`src/rtl/irq_seq.sv`:
```
// irq_seq: interrupt/reset sequencer beside the 65C02 microcode controller.
// Define WAI_STP_EN to build the WAI/STP halt states; otherwise halt is tied low.
module irq_seq #(
   parameter int unsigned SYNC_STAGES  = 2,
   parameter int unsigned RESET_CYCLES = 4
) (
   input  logic       clk,
   input  logic       reset,
   input  logic       irq_n,
   input  logic       nmi_n,
   input  logic       sync,
   input  logic       I,
   input  logic       brk,
   input  logic       wai,
   input  logic       stp,
   input  logic       vec_ack,
   output logic       take_int,
   output logic [7:0] vec_lo,
   output logic       b_flag,
   output logic       halt,
   output logic       core_reset
);

   localparam logic [2:0] ST_RST  = 3'd0;
   localparam logic [2:0] ST_RUN  = 3'd1;
   localparam logic [2:0] ST_INT  = 3'd2;
`ifdef WAI_STP_EN
   localparam logic [2:0] ST_WAIT = 3'd3;
   localparam logic [2:0] ST_STOP = 3'd4;
`endif

   localparam logic [1:0] SRC_RESET = 2'd0;
   localparam logic [1:0] SRC_NMI   = 2'd1;
   localparam logic [1:0] SRC_IRQ   = 2'd2;
   localparam logic [1:0] SRC_BRK   = 2'd3;

   logic [SYNC_STAGES-1:0] irq_sr;
   logic [SYNC_STAGES-1:0] nmi_sr;
   logic                   irq_s;
   logic                   nmi_s;
   logic                   nmi_d;
   logic                   nmi_pend;
   logic                   irq_act;
   logic [2:0]             state;
   logic [1:0]             src;
   logic [3:0]             rst_cnt;

   assign irq_s = irq_sr[SYNC_STAGES-1];
   assign nmi_s = nmi_sr[SYNC_STAGES-1];

   always_ff @(posedge clk) begin
      if (reset) begin
         irq_sr <= '1;
         nmi_sr <= '1;
         nmi_d  <= 1'b1;
      end else begin
         irq_sr <= {irq_sr[SYNC_STAGES-2:0], irq_n};
         nmi_sr <= {nmi_sr[SYNC_STAGES-2:0], nmi_n};
         nmi_d  <= nmi_s;
      end
   end

   // A fresh edge outranks the acknowledge so a back-to-back NMI is never lost.
   always_ff @(posedge clk) begin
      if (reset)
         nmi_pend <= 1'b0;
      else if (nmi_d && !nmi_s)
         nmi_pend <= 1'b1;
      else if (vec_ack && src == SRC_NMI)
         nmi_pend <= 1'b0;
   end

   assign irq_act  = ~irq_s & ~I;
   assign take_int = (state == ST_RUN) & sync & (nmi_pend | irq_act);

   always_ff @(posedge clk) begin
      if (reset) begin
         state   <= ST_RST;
         src     <= SRC_RESET;
         rst_cnt <= 4'(RESET_CYCLES);
      end else begin
         case (state)
            ST_RST: begin
               rst_cnt <= rst_cnt - 4'd1;
               // Leaving on the count of one makes core_reset last exactly RESET_CYCLES.
               if (rst_cnt <= 4'd1) begin
                  state <= ST_INT;
                  src   <= SRC_RESET;
               end
            end
            ST_RUN: begin
               if (take_int) begin
                  state <= ST_INT;
                  src   <= nmi_pend ? SRC_NMI : SRC_IRQ;
               end else if (brk) begin
                  state <= ST_INT;
                  src   <= SRC_BRK;
               end
`ifdef WAI_STP_EN
               else if (wai)
                  state <= ST_WAIT;
               else if (stp)
                  state <= ST_STOP;
`endif
            end
            ST_INT: begin
               if (vec_ack)
                  state <= ST_RUN;
            end
`ifdef WAI_STP_EN
            ST_WAIT: begin
               if (nmi_pend || !irq_s)
                  state <= ST_RUN;
            end
            ST_STOP: state <= ST_STOP;
`endif
            default: state <= ST_RST;
         endcase
      end
   end

   always_comb begin
      vec_lo = 8'hFE;
      if (state == ST_RST) begin
         vec_lo = 8'hFC;
      end else if (state == ST_INT) begin
         case (src)
            SRC_RESET: vec_lo = 8'hFC;
            SRC_NMI:   vec_lo = 8'hFA;
            default:   vec_lo = 8'hFE;
         endcase
      end
   end

   assign b_flag     = (state == ST_INT) & (src == SRC_BRK);
   assign core_reset = (state == ST_RST);

`ifdef WAI_STP_EN
   assign halt = (state == ST_WAIT) | (state == ST_STOP);
`else
   logic unused_ok;
   assign unused_ok = wai | stp;
   assign halt      = 1'b0;
`endif

endmodule

```
`config.mk`:
```
export PLATFORM = sky130hd
export DESIGN_NAME = irq_seq
export DESIGN_NICKNAME = d
export VERILOG_FILES = /design/src/rtl/irq_seq.sv
export SDC_FILE = /design/constraint.sdc
export NUM_CORES = 1
export LEC_CHECK = 0
export CAP_MARGIN = 20
export CORE_MARGIN = 8
export CORE_UTILIZATION = 45
export CTS_CLUSTER_DIAMETER = 50
export DETAILED_ROUTE_END_ITERATION = 12
export DONT_BUFFER_PORTS = 1
export HOLD_SLACK_MARGIN = 0.03
export PLACE_DENSITY = 0.7
export SKIP_CTS_REPAIR_TIMING = 1
export SKIP_LAST_GASP = 1
export SLEW_MARGIN = 20
export SYNTH_ARGS = -nofsm -noshare
export SYNTH_HDL_FRONTEND = slang
export SYNTH_SLANG_ARGS = --single-unit
```
`constraint.sdc`:
```
create_clock -name clk -period 1.85 [get_ports clk]
set_clock_uncertainty 0.05 [all_clocks]
set_input_delay 0.2775 -clock clk [delete_from_list [all_inputs] [get_ports clk]]
set_output_delay 0.2775 -clock clk [all_outputs]
set_load 0.02 [all_outputs]
```
Word level (Yosys, flattened, before mapping)
Cells that the tools add are included.

storage, ports and cells
  register bits = 15
  latch bits = 0
  memory bits (writable) = 0
  memory bits (read-only) = 0
  input port bits = 10
  output and inout port bits = 12
  logic and storage cells = 47
  memories kept = 0

cells by class
  add/subtract/negate cells = 1
  multipliers = 0
  divide/modulo/power cells = 0
  magnitude comparators = 1
  eq/ne operators = 7
  shift operators = 0
  muxes and demuxes = 15
  bitwise operators = 7
  reduce and logical (&&, ||, !) cells = 9

operator list
  operator                                                                  count
  3-bit 2-to-1 mux                                                          6
  3-bit one-hot mux with 3 select lines                                     1
  2-bit 2-to-1 mux                                                          4
  3-bit one-hot mux with 2 select lines                                     1
  3-bit AND reduction                                                       2
  1-bit bitwise AND                                                         4
  4-bit by 1-bit <= comparator with 1-bit output (second input constant)    1
  2-bit one-hot mux with 2 select lines                                     1
  2-bit nonzero test                                                        2
  4-bit by 1-bit subtractor with 4-bit output (second input constant)       1
  3-bit by 1-bit equality test with 1-bit output (second input constant)    1
  3-bit by 2-bit equality test with 1-bit output (second input constant)    1
  3-bit zero test                                                           1
  3-bit inequality test (second input constant)                             1
  2-bit by 1-bit equality test with 1-bit output (second input constant)    1
  2-bit equality test (second input constant)                               1
  1-bit logical AND                                                         2
  2-bit zero test                                                           1
  1-bit 2-to-1 mux                                                          2
  2-bit by 1-bit inequality test with 1-bit output (second input constant)  1
  2-bit inequality test (second input constant)                             1
  1-bit inverter                                                            2
  1-bit zero test                                                           1
  1-bit bitwise OR                                                          1

Longest topological paths before layout
Gate-level depths: netlist of run 1.

  word-level depth = 6
  depth in mapped cells = 6
  mapped depth without buffers = 6

Least setup slack after synthesis of run 1
OpenSTA, ideal clock, no wires.

  path kind = register -> register
  start point = reg rst_cnt[0]
  end point = reg state[1]
  library setup time = 115 ps
  data arrival time = 1,294 ps
  required time = 1,685 ps
  slack = 391 ps
  stages on the path, launching flop included = 7
  buffers on the path = 0
  period minus slack after synthesis = 1,459 ps
  cell sequence = dfxtp_1 inv_1 ha_1 or2_2 a21oi_1 a211oi_2 o21ba_1

between the ends
  cells in the longest elaborated chain, start to end = 3

RTL lines
  item                                                        line  RTL
  start, declared                                             46    logic [3:0] rst_cnt;
  start signal, assigned                                      80    rst_cnt <= 4'(RESET_CYCLES);
  start signal, assigned                                      84    rst_cnt <= rst_cnt - 4'd1;
  4-bit by 1-bit <= comparator with 1-bit output              86    if (rst_cnt <= 4'd1) begin
  2-bit by 1-bit inequality test with 1-bit output (no line)  -
  3-bit AND reduction (no line)                               -
  end signal, assigned                                        87    state <= ST_INT;
  end signal, assigned                                        93    state <= ST_INT;
  end signal, assigned                                        96    state <= ST_INT;
  end, declared                                               44    logic [2:0] state;

No other way between the ends.
A chain may end at the register's enable or synchronous reset.

Worst setup path after layout of run 1
  start point = reg state[0]
  end point = out take_int

between the ends
  cells in the longest elaborated chain, start to end = 3

RTL lines
  item                                            line  RTL
  start signal, assigned                          78    state <= ST_RST;
  start signal, assigned                          87
  start signal, assigned                          93
  3-bit by 1-bit equality test with 1-bit output  74    assign take_int = (state == ST_RUN) & sync & (nmi_pend | irq_act);
  1-bit bitwise AND (2 in a row)                  74
  end, declared                                   17    output logic take_int,

No other way between the ends.

==> impl_metrics.env, run 1 <==
export IMPL_p_int_uw=599
export IMPL_drive_gt1_share_pct=17.7
export IMPL_min_period_over_period_pct=85.2
export IMPL_ys_ff_latch=14
export IMPL_coreArea_um2=1450
export IMPL_wl_met3_um=156
export IMPL_met1_length_um=486
export IMPL_powerDensity_nw_per_um2=1240
export IMPL_outcome="finished clean"
export IMPL_peakVddDrop_mv=0.672
export IMPL_root_buffer="clkbuf_4"
export IMPL_cp_max_fo=7
export IMPL_grt_overflow_total=0
export IMPL_antenna_found_initial=0
export IMPL_fillers=136
export IMPL_synthDistinctLibCells=29
export IMPL_r2r_start="rst_cnt[0]"
export IMPL_rows=14
export IMPL_multi_input_area_um2=345
export IMPL_vias=478
export IMPL_seq_area_frac_synth_pct=41.3
export IMPL_dr_pass1_iters=4
export IMPL_p_total_uw=889
export IMPL_initial_core_util_pct=46.6
export IMPL_critPathArrivalTime_ns=1.25
export IMPL_period_minus_slack_ns=1.58
export IMPL_pre_cts_ws_ns=0.286
export IMPL_worstSetupEndpoint="take_int"
export IMPL_hp_class="in2reg"
export IMPL_finalHoldViolations=0
export IMPL_drv_cap=0
export IMPL_max_freq_mhz=634
export IMPL_antenna_left=0
export IMPL_clk_pin_slew_worst_paths_ns=0.08
export IMPL_stdcell_count=95
export IMPL_design_area_um2=714
export IMPL_worst_setup_path_start_kind="flip-flop"
export IMPL_die_y_um=54.8
export IMPL_synthCells=76
export IMPL_cp_data_required_time_ns=1.52
export IMPL_clock_path_buffers=2
export IMPL_whs_ns=0.0488
export IMPL_dpl_cell_count=90
export IMPL_cts_inserted_buffers=3
export IMPL_grt_use_total_pct=7.99
export IMPL_wirelength_um=1140
export IMPL_grt_pass1_vias=428
export IMPL_seqPwrFrac_pct=46.1
export IMPL_critPathKind="reg2out"
export IMPL_cts_tree="done"
export IMPL_fin_setup_tns_ns=0
export IMPL_final_nets=92
export IMPL_wl_met2_um=496
export IMPL_io_pins=22
export IMPL_setup_viol=0
export IMPL_cp_end_kind="output port"
export IMPL_switching_share_pct=32.6
export IMPL_slew_violations=0
export IMPL_ys_warn_count=0
export IMPL_r2r_end="src[0]"
export IMPL_clkSinkCount=14
export IMPL_wl_per_cell_um=12.0
export IMPL_portBuffers=0
export IMPL_clk_latency_ns=0.27
export IMPL_p_sw_uw=290
export IMPL_grt_pass1_wl_um=1790
export IMPL_htree_num_levels=1
export IMPL_antenna_cells=0
export IMPL_reg2reg_slack_ns=0.28
export IMPL_drt_iter0_markers=8
export IMPL_post_dp_cell_area_um2=668
export IMPL_worst_slack_ns=0.273
export IMPL_fin_util_pct=49.1
export IMPL_startpoint="state[0]"
export IMPL_leakage_nw=0.300
export IMPL_die_w_um=54.8
export IMPL_syn_avg_cell_area_um2=8.92
export IMPL_combPwrFrac_pct=30.2
export IMPL_vias_per_cell=5.03
export IMPL_dp_hpwl_um=848
export IMPL_regArea_um2=280
export IMPL_grt_max_degree=16
export IMPL_rsz0062_at_grt="no"
export IMPL_routabilityCongestion=0.745
export IMPL_syn2layout_area_growth_pct=5.35
export IMPL_routed_top_layer="met3"
export IMPL_rr_worst_depth=6
export IMPL_p_clk_share_pct=23.7
export IMPL_remaining_drc_errors=0
export IMPL_syn_area_um2=678
export IMPL_die_area_um2=3010
-- final cells by class --
cell class / instances / area share, %
well taps: 16 / 2.80
inverters: 4 / 2.10
clock buffers: 4 / 5.08
multi-input cells: 55 / 48.3
flip-flops and latches: 14 / 39.2
repair buffers: 2 / 2.45
-- layout by cell type, fill, tap and decap left out, types with 2 or more instances in the layout --
cell / count
a21oi_1: 2
and3_1: 2
clkbuf_4: 3
conb_1: 7
dfxtp_1: 14
ha_1: 2
inv_1: 4
nand2_1: 4
nand2b_1: 4
nand3_1: 2
nor2_1: 8
o32ai_1: 2
or2_2: 6
xor2_1: 2
-- routing by layer --
layer,global-route usage [%],vias up
met2,12.6,17
li1,-,242
met3,5.98,0
met5,0,-
met4,0,0
met1,9.02,219
-- Yosys cell counts (all sizes together) --
library cell / count / area, µm²
dfxtp: 14 / 280
nor2: 8 / 30.0
buf: 7 / 52.6
or2: 6 / 37.5
inv: 4 / 15.0
nand2: 4 / 15.0
nand2b: 4 / 25.0
a211oi: 2 / 20.0
a21oi: 2 / 10.0
and3: 2 / 12.5
conb: 2 / 7.51
ha: 2 / 25.0
nand3: 2 / 10.0
nor2b: 2 / 20.0
o32ai: 2 / 17.5
xor2: 2 / 17.5
a21boi: 1 / 7.51
a22oi: 1 / 7.51
a31oi: 1 / 12.5
and2b: 1 / 7.51
clkbuf: 1 / 3.75
nor3: 1 / 5.00
nor3b: 1 / 7.51
o21ai: 1 / 5.00
o21ba: 1 / 10.0
o21bai: 1 / 7.51
xnor2: 1 / 8.76
-- critical path: stages, from the launching register on --
cell,delay (ns)
dfxtp_1,0.45
nor2b_4,0.23
and3_1,0.30
-- power by group through the flow --
stage	combinational [mW]	sequential [mW]	clock, mW
finish	0.268	0.410	0.211
global route	0.306	0.417	0.237
CTS	0.269	0.409	0.218
detailed placement	0.265	0.416	0
global placement	0.254	0.414	0
floorplan	0.233	0.405	0
-- worst min path at each step --
stage	start	endpoint	depth (start not counted)
2_1_floorplan	irq_n	irq_sr[0]	1
3_3_place_gp	reset	state[0]	1
3_5_place_dp	reset	rst_cnt[3]	1
4_1_cts	reset	rst_cnt[3]	1
5_1_grt	nmi_n	nmi_sr[0]	1
6_report	reset	rst_cnt[2]	1
-- logic make-up after synthesis --
family | Yosys count | share of synthesized area [%]
AOI/OAI and AO/OA | 12 | 14.4
xor gates and xnor gates | 3 | 3.88
adders and majority gates | 2 | 3.69
buffers and inverters | 12 | 10.5
DFF | 14 | 41.3
other | 2 | 1.11
and+or+nand+nor | 31 | 25.1
-- sequential cells by signal, summed over array words and instances, names as in the netlist --
signal / cells
rst_cnt: 4
nmi_pend: 1
src: 2
nmi_sr: 2
state: 2
nmi_d: 1
irq_sr: 2
(Power assumes the default switching activity.)
==> run 2: changes to the inputs <==
==> config.mk (replaced) <==
export PLATFORM = sky130hd
export DESIGN_NAME = irq_seq
export DESIGN_NICKNAME = d
export VERILOG_FILES = /design/src/rtl/irq_seq.sv
export SDC_FILE = /design/constraint.sdc
export NUM_CORES = 1
export LEC_CHECK = 0
export CORE_MARGIN = 8
export CORE_UTILIZATION = 50
export CTS_CLUSTER_DIAMETER = 50
export DETAILED_ROUTE_END_ITERATION = 12
export DONT_BUFFER_PORTS = 1
export HOLD_SLACK_MARGIN = 0.03
export PLACE_DENSITY = 0.75
export SKIP_CTS_REPAIR_TIMING = 1
export SKIP_LAST_GASP = 1
export SLEW_MARGIN = 15
export SYNTH_ARGS = -nofsm -noshare
export SYNTH_HDL_FRONTEND = slang
export SYNTH_SLANG_ARGS = --single-unit
==> run 2 against run 1 <==
Compared with the run above:
- die area decreased by 7.1%
- largest cell class unchanged
- fmax hardly changed
- critical path type is now reg2reg
- final area increased by 2.6%
- sequential cell count did not move
==> impl_metrics.env, run 2 (synthesis results as in run 1) <==
export IMPL_clkSinkCount=14
export IMPL_grt_overflow_total=0
export IMPL_min_period_over_period_pct=85.3
export IMPL_critPathSlowestCell="dfxtp_1"
export IMPL_rows=13
export IMPL_rr_worst_depth=6
export IMPL_grt_max_degree=16
export IMPL_outcome="finished clean"
export IMPL_clk_latency_ns=0.28
export IMPL_cp_data_required_time_ns=1.99
export IMPL_initial_core_util_pct=52.8
export IMPL_max_flop_register="rst_cnt"
export IMPL_r2r_end="src[0]"
export IMPL_vias=480
export IMPL_die_area_um2=2790
export IMPL_setup_viol=0
export IMPL_p_sw_uw=294
export IMPL_seqPwrFrac_pct=45.7
export IMPL_htree_num_levels=1
export IMPL_cp_end_kind="flip-flop"
export IMPL_largest_reg_flops=4
export IMPL_grt_pass1_vias=434
export IMPL_dr_pass1_iters=4
export IMPL_r2r_start="rst_cnt[0]"
export IMPL_root_buffer="clkbuf_4"
export IMPL_slew_violations=0
export IMPL_finalHoldViolations=0
export IMPL_switching_share_pct=32.8
export IMPL_critPathArrivalTime_ns=1.71
export IMPL_p_clk_share_pct=24.2
export IMPL_remaining_drc_errors=0
export IMPL_max_freq_mhz=634
export IMPL_p_int_uw=601
export IMPL_drv_cap=0
export IMPL_critical_path_max_stage_delay_ns=0.40
export IMPL_wl_per_cell_um=12.0
export IMPL_mostFrequentLayoutCell="dfxtp_1"
export IMPL_holdPathEnd="nmi_sr[1]"
export IMPL_syn2layout_area_growth_pct=8.12
export IMPL_worst_setup_path_start_kind="flip-flop"
export IMPL_antenna_found_initial=0
export IMPL_coreArea_um2=1280
export IMPL_final_nets=94
export IMPL_rsz0062_at_grt="no"
export IMPL_path_cells="inv_1 > ha_1 > or2_2 > a21oi_1 > a211oi_2 > o32ai_1"
export IMPL_combPwrFrac_pct=30.1
export IMPL_clock_path_buffers=2
export IMPL_period_minus_slack_ns=1.58
export IMPL_p_total_uw=895
export IMPL_portBuffers=0
export IMPL_min_from="reset"
export IMPL_dp_hpwl_um=837
export IMPL_die_w_um=52.8
export IMPL_grt_use_total_pct=8.62
export IMPL_layout_common_cells="dfxtp_1, nor2_1, conb_1"
export IMPL_grt_pass1_wl_um=1770
export IMPL_whs_path_depth=1
export IMPL_drt_iter0_markers=9
export IMPL_die_y_um=52.8
export IMPL_clk_pin_slew_worst_paths_ns=0.08
export IMPL_leakage_nw=0.308
export IMPL_hp_class="in2reg"
export IMPL_fillers=128
export IMPL_wirelength_um=1150
export IMPL_powerDensity_nw_per_um2=1220
export IMPL_io_pins=22
export IMPL_cts_tree="done"
export IMPL_drive_gt1_share_pct=17.3
export IMPL_reg2reg_slack_ns=0.27
export IMPL_antenna_left=0
export IMPL_cp_max_fo=4
export IMPL_peakVddDrop_mv=0.780
export IMPL_antenna_cells=0
export IMPL_cts_inserted_buffers=3
export IMPL_critPathKind="reg2reg"
export IMPL_vias_per_cell=5.00
export IMPL_fin_setup_tns_ns=0
export IMPL_routabilityCongestion=0.661
run 2: through the flow:
| stage | instances | worst slack [ns] | hold slack [ns] | util, % | area (µm²) |
|---|---|---|---|---|---|
| floorplan | 81 | 0.391 | 0.331 | - | 697 |
| global placement | 89 | 0.313 | 0.302 | 51.9 | 667 |
| detailed placement | 89 | 0.285 | 0.303 | 51.9 | 667 |
| CTS | 93 | 0.261 | -0.00341 | 54.7 | 703 |
| global route | 96 | 0.171 | 0.0331 | 57.1 | 733 |
| finish | 96 | 0.273 | 0.0544 | 57.1 | 733 |
run 2: worst max path at each step:
stage                           from        to  slack, ns
after floorplan           rst_cnt[0]  state[1]       0.39
after global routing      rst_cnt[0]    src[1]       0.17
after global placement    rst_cnt[0]    src[0]       0.31
after CTS                 rst_cnt[0]    src[0]       0.26
final                     rst_cnt[0]    src[0]       0.27
after detailed placement  rst_cnt[0]    src[0]       0.29
run 2: power groups by stage:
stage                     Sequential [mW]  Combinational (mW)  Clock (mW)
after global placement              0.415               0.254           0
after CTS                           0.409               0.265       0.225
after floorplan                     0.405               0.233           0
after detailed placement            0.415               0.263           0
final                               0.409               0.269       0.216
after global routing                0.419               0.298       0.245
run 2: final cells by class:
cell class | count | area, µm² | share of cell area (%)
multi-input combinational | 55 | 345 | 47.1
sequential | 14 | 280 | 38.2
clock buffer | 4 | 36.3 | 4.95
tap | 15 | 18.8 | 2.56
inverter | 4 | 15.0 | 2.05
timing repair buffer | 4 | 37.5 | 5.12
run 2: critical path: cells and delay by family (launching register included):
kind,cells,cell delay (ns)
compound gates,3,0.48
fa+ha+maj,1,0.20
flops,1,0.40
simple gates,1,0.30
buf+inv,1,0.06
run 2: layer usage:
layer | vias up | share of wire (%) | global-route usage (%)
li1 | 245 | - | -
met1 | 216 | 42 | 9.03
met2 | 19 | 45 | 12.7
met3 | 0 | 13 | 6.25
met4 | 0 | 0 | 3.88
met5 | - | 0 | 0
==> run 3: changes to the inputs <==
--- a/config.mk
+++ b/config.mk
@@ -12,9 +12,9 @@
 export DONT_BUFFER_PORTS = 1
 export HOLD_SLACK_MARGIN = 0.03
 export PLACE_DENSITY = 0.75
+export RECOVER_POWER = 100
 export SKIP_CTS_REPAIR_TIMING = 1
 export SKIP_LAST_GASP = 1
-export SLEW_MARGIN = 15
 export SYNTH_ARGS = -nofsm -noshare
 export SYNTH_HDL_FRONTEND = slang
 export SYNTH_SLANG_ARGS = --single-unit
==> run 3 against run 2 <==
Compared with the run above:
- worst setup slack improved by 0.0081 ns
- hold slack is essentially flat
- final area shrank 1.2%
- critical endpoint unchanged
- first-iteration DRC count down 11%
- largest cell class unchanged
- highest routed layer unchanged
- global-route usage did not move
- routed wire length rose by 0.26%
- clock power about the same
- cell count unchanged
- die area did not move
- non-clock buffer count is the same
==> impl_metrics.env, run 3 (synthesis results as in run 1) <==
export IMPL_r2r_start="rst_cnt[0]"
export IMPL_drt_iter0_markers=8
export IMPL_worstSetupEndpoint="src[0]"
export IMPL_fillers=130
export IMPL_antenna_left=0
export IMPL_period_minus_slack_ns=1.57
export IMPL_initial_core_util_pct=52.8
export IMPL_dpl_cell_count=89
export IMPL_combPwrFrac_pct=29.1
export IMPL_worst_setup_path_start_kind="flip-flop"
export IMPL_setup_viol=0
export IMPL_cts_inserted_buffers=3
export IMPL_grt_overflow_total=0
export IMPL_mostFrequentLayoutCell="dfxtp_1"
export IMPL_clk_latency_ns=0.28
export IMPL_portBuffers=0
export IMPL_powerDensity_nw_per_um2=1210
export IMPL_cp_max_fo=4
export IMPL_outcome="finished clean"
export IMPL_peakVddDrop_mv=0.755
export IMPL_fin_util_pct=56.4
export IMPL_grt_use_total_pct=8.62
export IMPL_htree_num_levels=1
export IMPL_clkSinkCount=14
export IMPL_p_int_uw=590
export IMPL_reg2reg_slack_ns=0.28
export IMPL_critPathArrivalTime_ns=1.71
export IMPL_switching_share_pct=32.9
export IMPL_cts_tree="done"
export IMPL_rows=13
export IMPL_max_flop_register="rst_cnt"
export IMPL_io_pins=22
export IMPL_grt_pass1_vias=434
export IMPL_finalHoldViolations=0
export IMPL_hp_class="in2reg"
export IMPL_layout_common_cells="dfxtp_1, nor2_1, conb_1"
export IMPL_max_freq_mhz=637
export IMPL_wirelength_um=1150
export IMPL_cp_data_required_time_ns=1.99
export IMPL_whs_ns=0.0542
export IMPL_dp_hpwl_um=837
export IMPL_drive_gt1_share_pct=14.8
export IMPL_die_w_um=52.8
export IMPL_grt_max_degree=16
export IMPL_vias_per_cell=5.01
export IMPL_remaining_drc_errors=0
export IMPL_r2r_end="src[0]"
export IMPL_drv_cap=0
export IMPL_fin_setup_tns_ns=0
export IMPL_vias=481
export IMPL_dr_pass1_iters=4
export IMPL_coreArea_um2=1280
export IMPL_root_buffer="clkbuf_4"
export IMPL_die_area_um2=2790
export IMPL_p_clk_share_pct=24.6
export IMPL_p_sw_uw=290
export IMPL_routabilityCongestion=0.661
export IMPL_clock_path_buffers=2
export IMPL_die_y_um=52.8
export IMPL_min_period_over_period_pct=84.8
export IMPL_startpoint="rst_cnt[0]"
export IMPL_grt_pass1_wl_um=1770
export IMPL_p_total_uw=880
export IMPL_seqPwrFrac_pct=46.3
export IMPL_cp_end_kind="flip-flop"
export IMPL_slew_violations=0
export IMPL_largest_reg_flops=4
export IMPL_rsz0062_at_grt="no"
export IMPL_final_nets=94
export IMPL_stdcell_count=96
export IMPL_wl_per_cell_um=12.0
export IMPL_antenna_found_initial=0
export IMPL_critPathKind="reg2reg"
export IMPL_rr_worst_depth=6
export IMPL_syn2layout_area_growth_pct=6.83
export IMPL_antenna_cells=0
export IMPL_leakage_nw=0.304
export IMPL_clk_pin_slew_worst_paths_ns=0.08
## run 3: cell count changes in the layout (fill, tap and decap cells not counted)
cell      delta
buf_4        -1
a211oi_1     +1
a211oi_2     -1
clkbuf_1     +1
## run 3: power by group through the flow
stage | clock (mW) | combinational (mW) | sequential, mW
detailed placement | 0 | 0.263 | 0.415
finish | 0.217 | 0.256 | 0.407
global route | 0.245 | 0.285 | 0.418
CTS | 0.225 | 0.265 | 0.409
floorplan | 0 | 0.233 | 0.405
global placement | 0 | 0.254 | 0.415
## run 3: per-stage QoR
stage,worst slack [ns],instance area [µm²]
global route,0.181,724
CTS,0.261,703
global placement,0.313,667
floorplan,0.391,697
detailed placement,0.285,667
finish,0.281,724
## run 3: worst min-delay path by stage
stage / startpoint / end / slack, ns / cells after the start
3_5_place_dp: reset / state[0] / 0.30 / 1
2_1_floorplan: irq_n / irq_sr[0] / 0.33 / 1
5_1_grt: reset / irq_sr[1] / 0.03 / 1
3_3_place_gp: reset / nmi_pend / 0.30 / 1
4_1_cts: reset / state[0] / -0.003 / 1
6_report: reset / nmi_sr[1] / 0.05 / 1
## run 3: worst max-delay path: stages (launching register included)
cell and delay, ns:
dfxtp_1 0.40, inv_1 0.06, ha_1 0.20, or2_2 0.30
a21oi_1 0.16, a211oi_1 0.09, o32ai_1 0.23
## run 3: area by class of cell
type,count,area (µm²),area share (%)
clock buffer,4,36.3,5.01
inverter,4,15.0,2.07
multi-input combinational,55,340,47.0
sequential,14,280,38.7
tap,15,18.8,2.59
timing repair buffer,4,33.8,4.66
## run 3: metal layers
| metal | vias to the layer above | wire length [µm] | global-route usage, % |
|---|---|---|---|
| met3 | 0 | 150 | 6.25 |
| li1 | 245 | - | - |
| met4 | 0 | 0 | 3.88 |
| met5 | - | 0 | 0 |
| met2 | 19 | 521 | 12.7 |
| met1 | 217 | 479 | 9.03 |
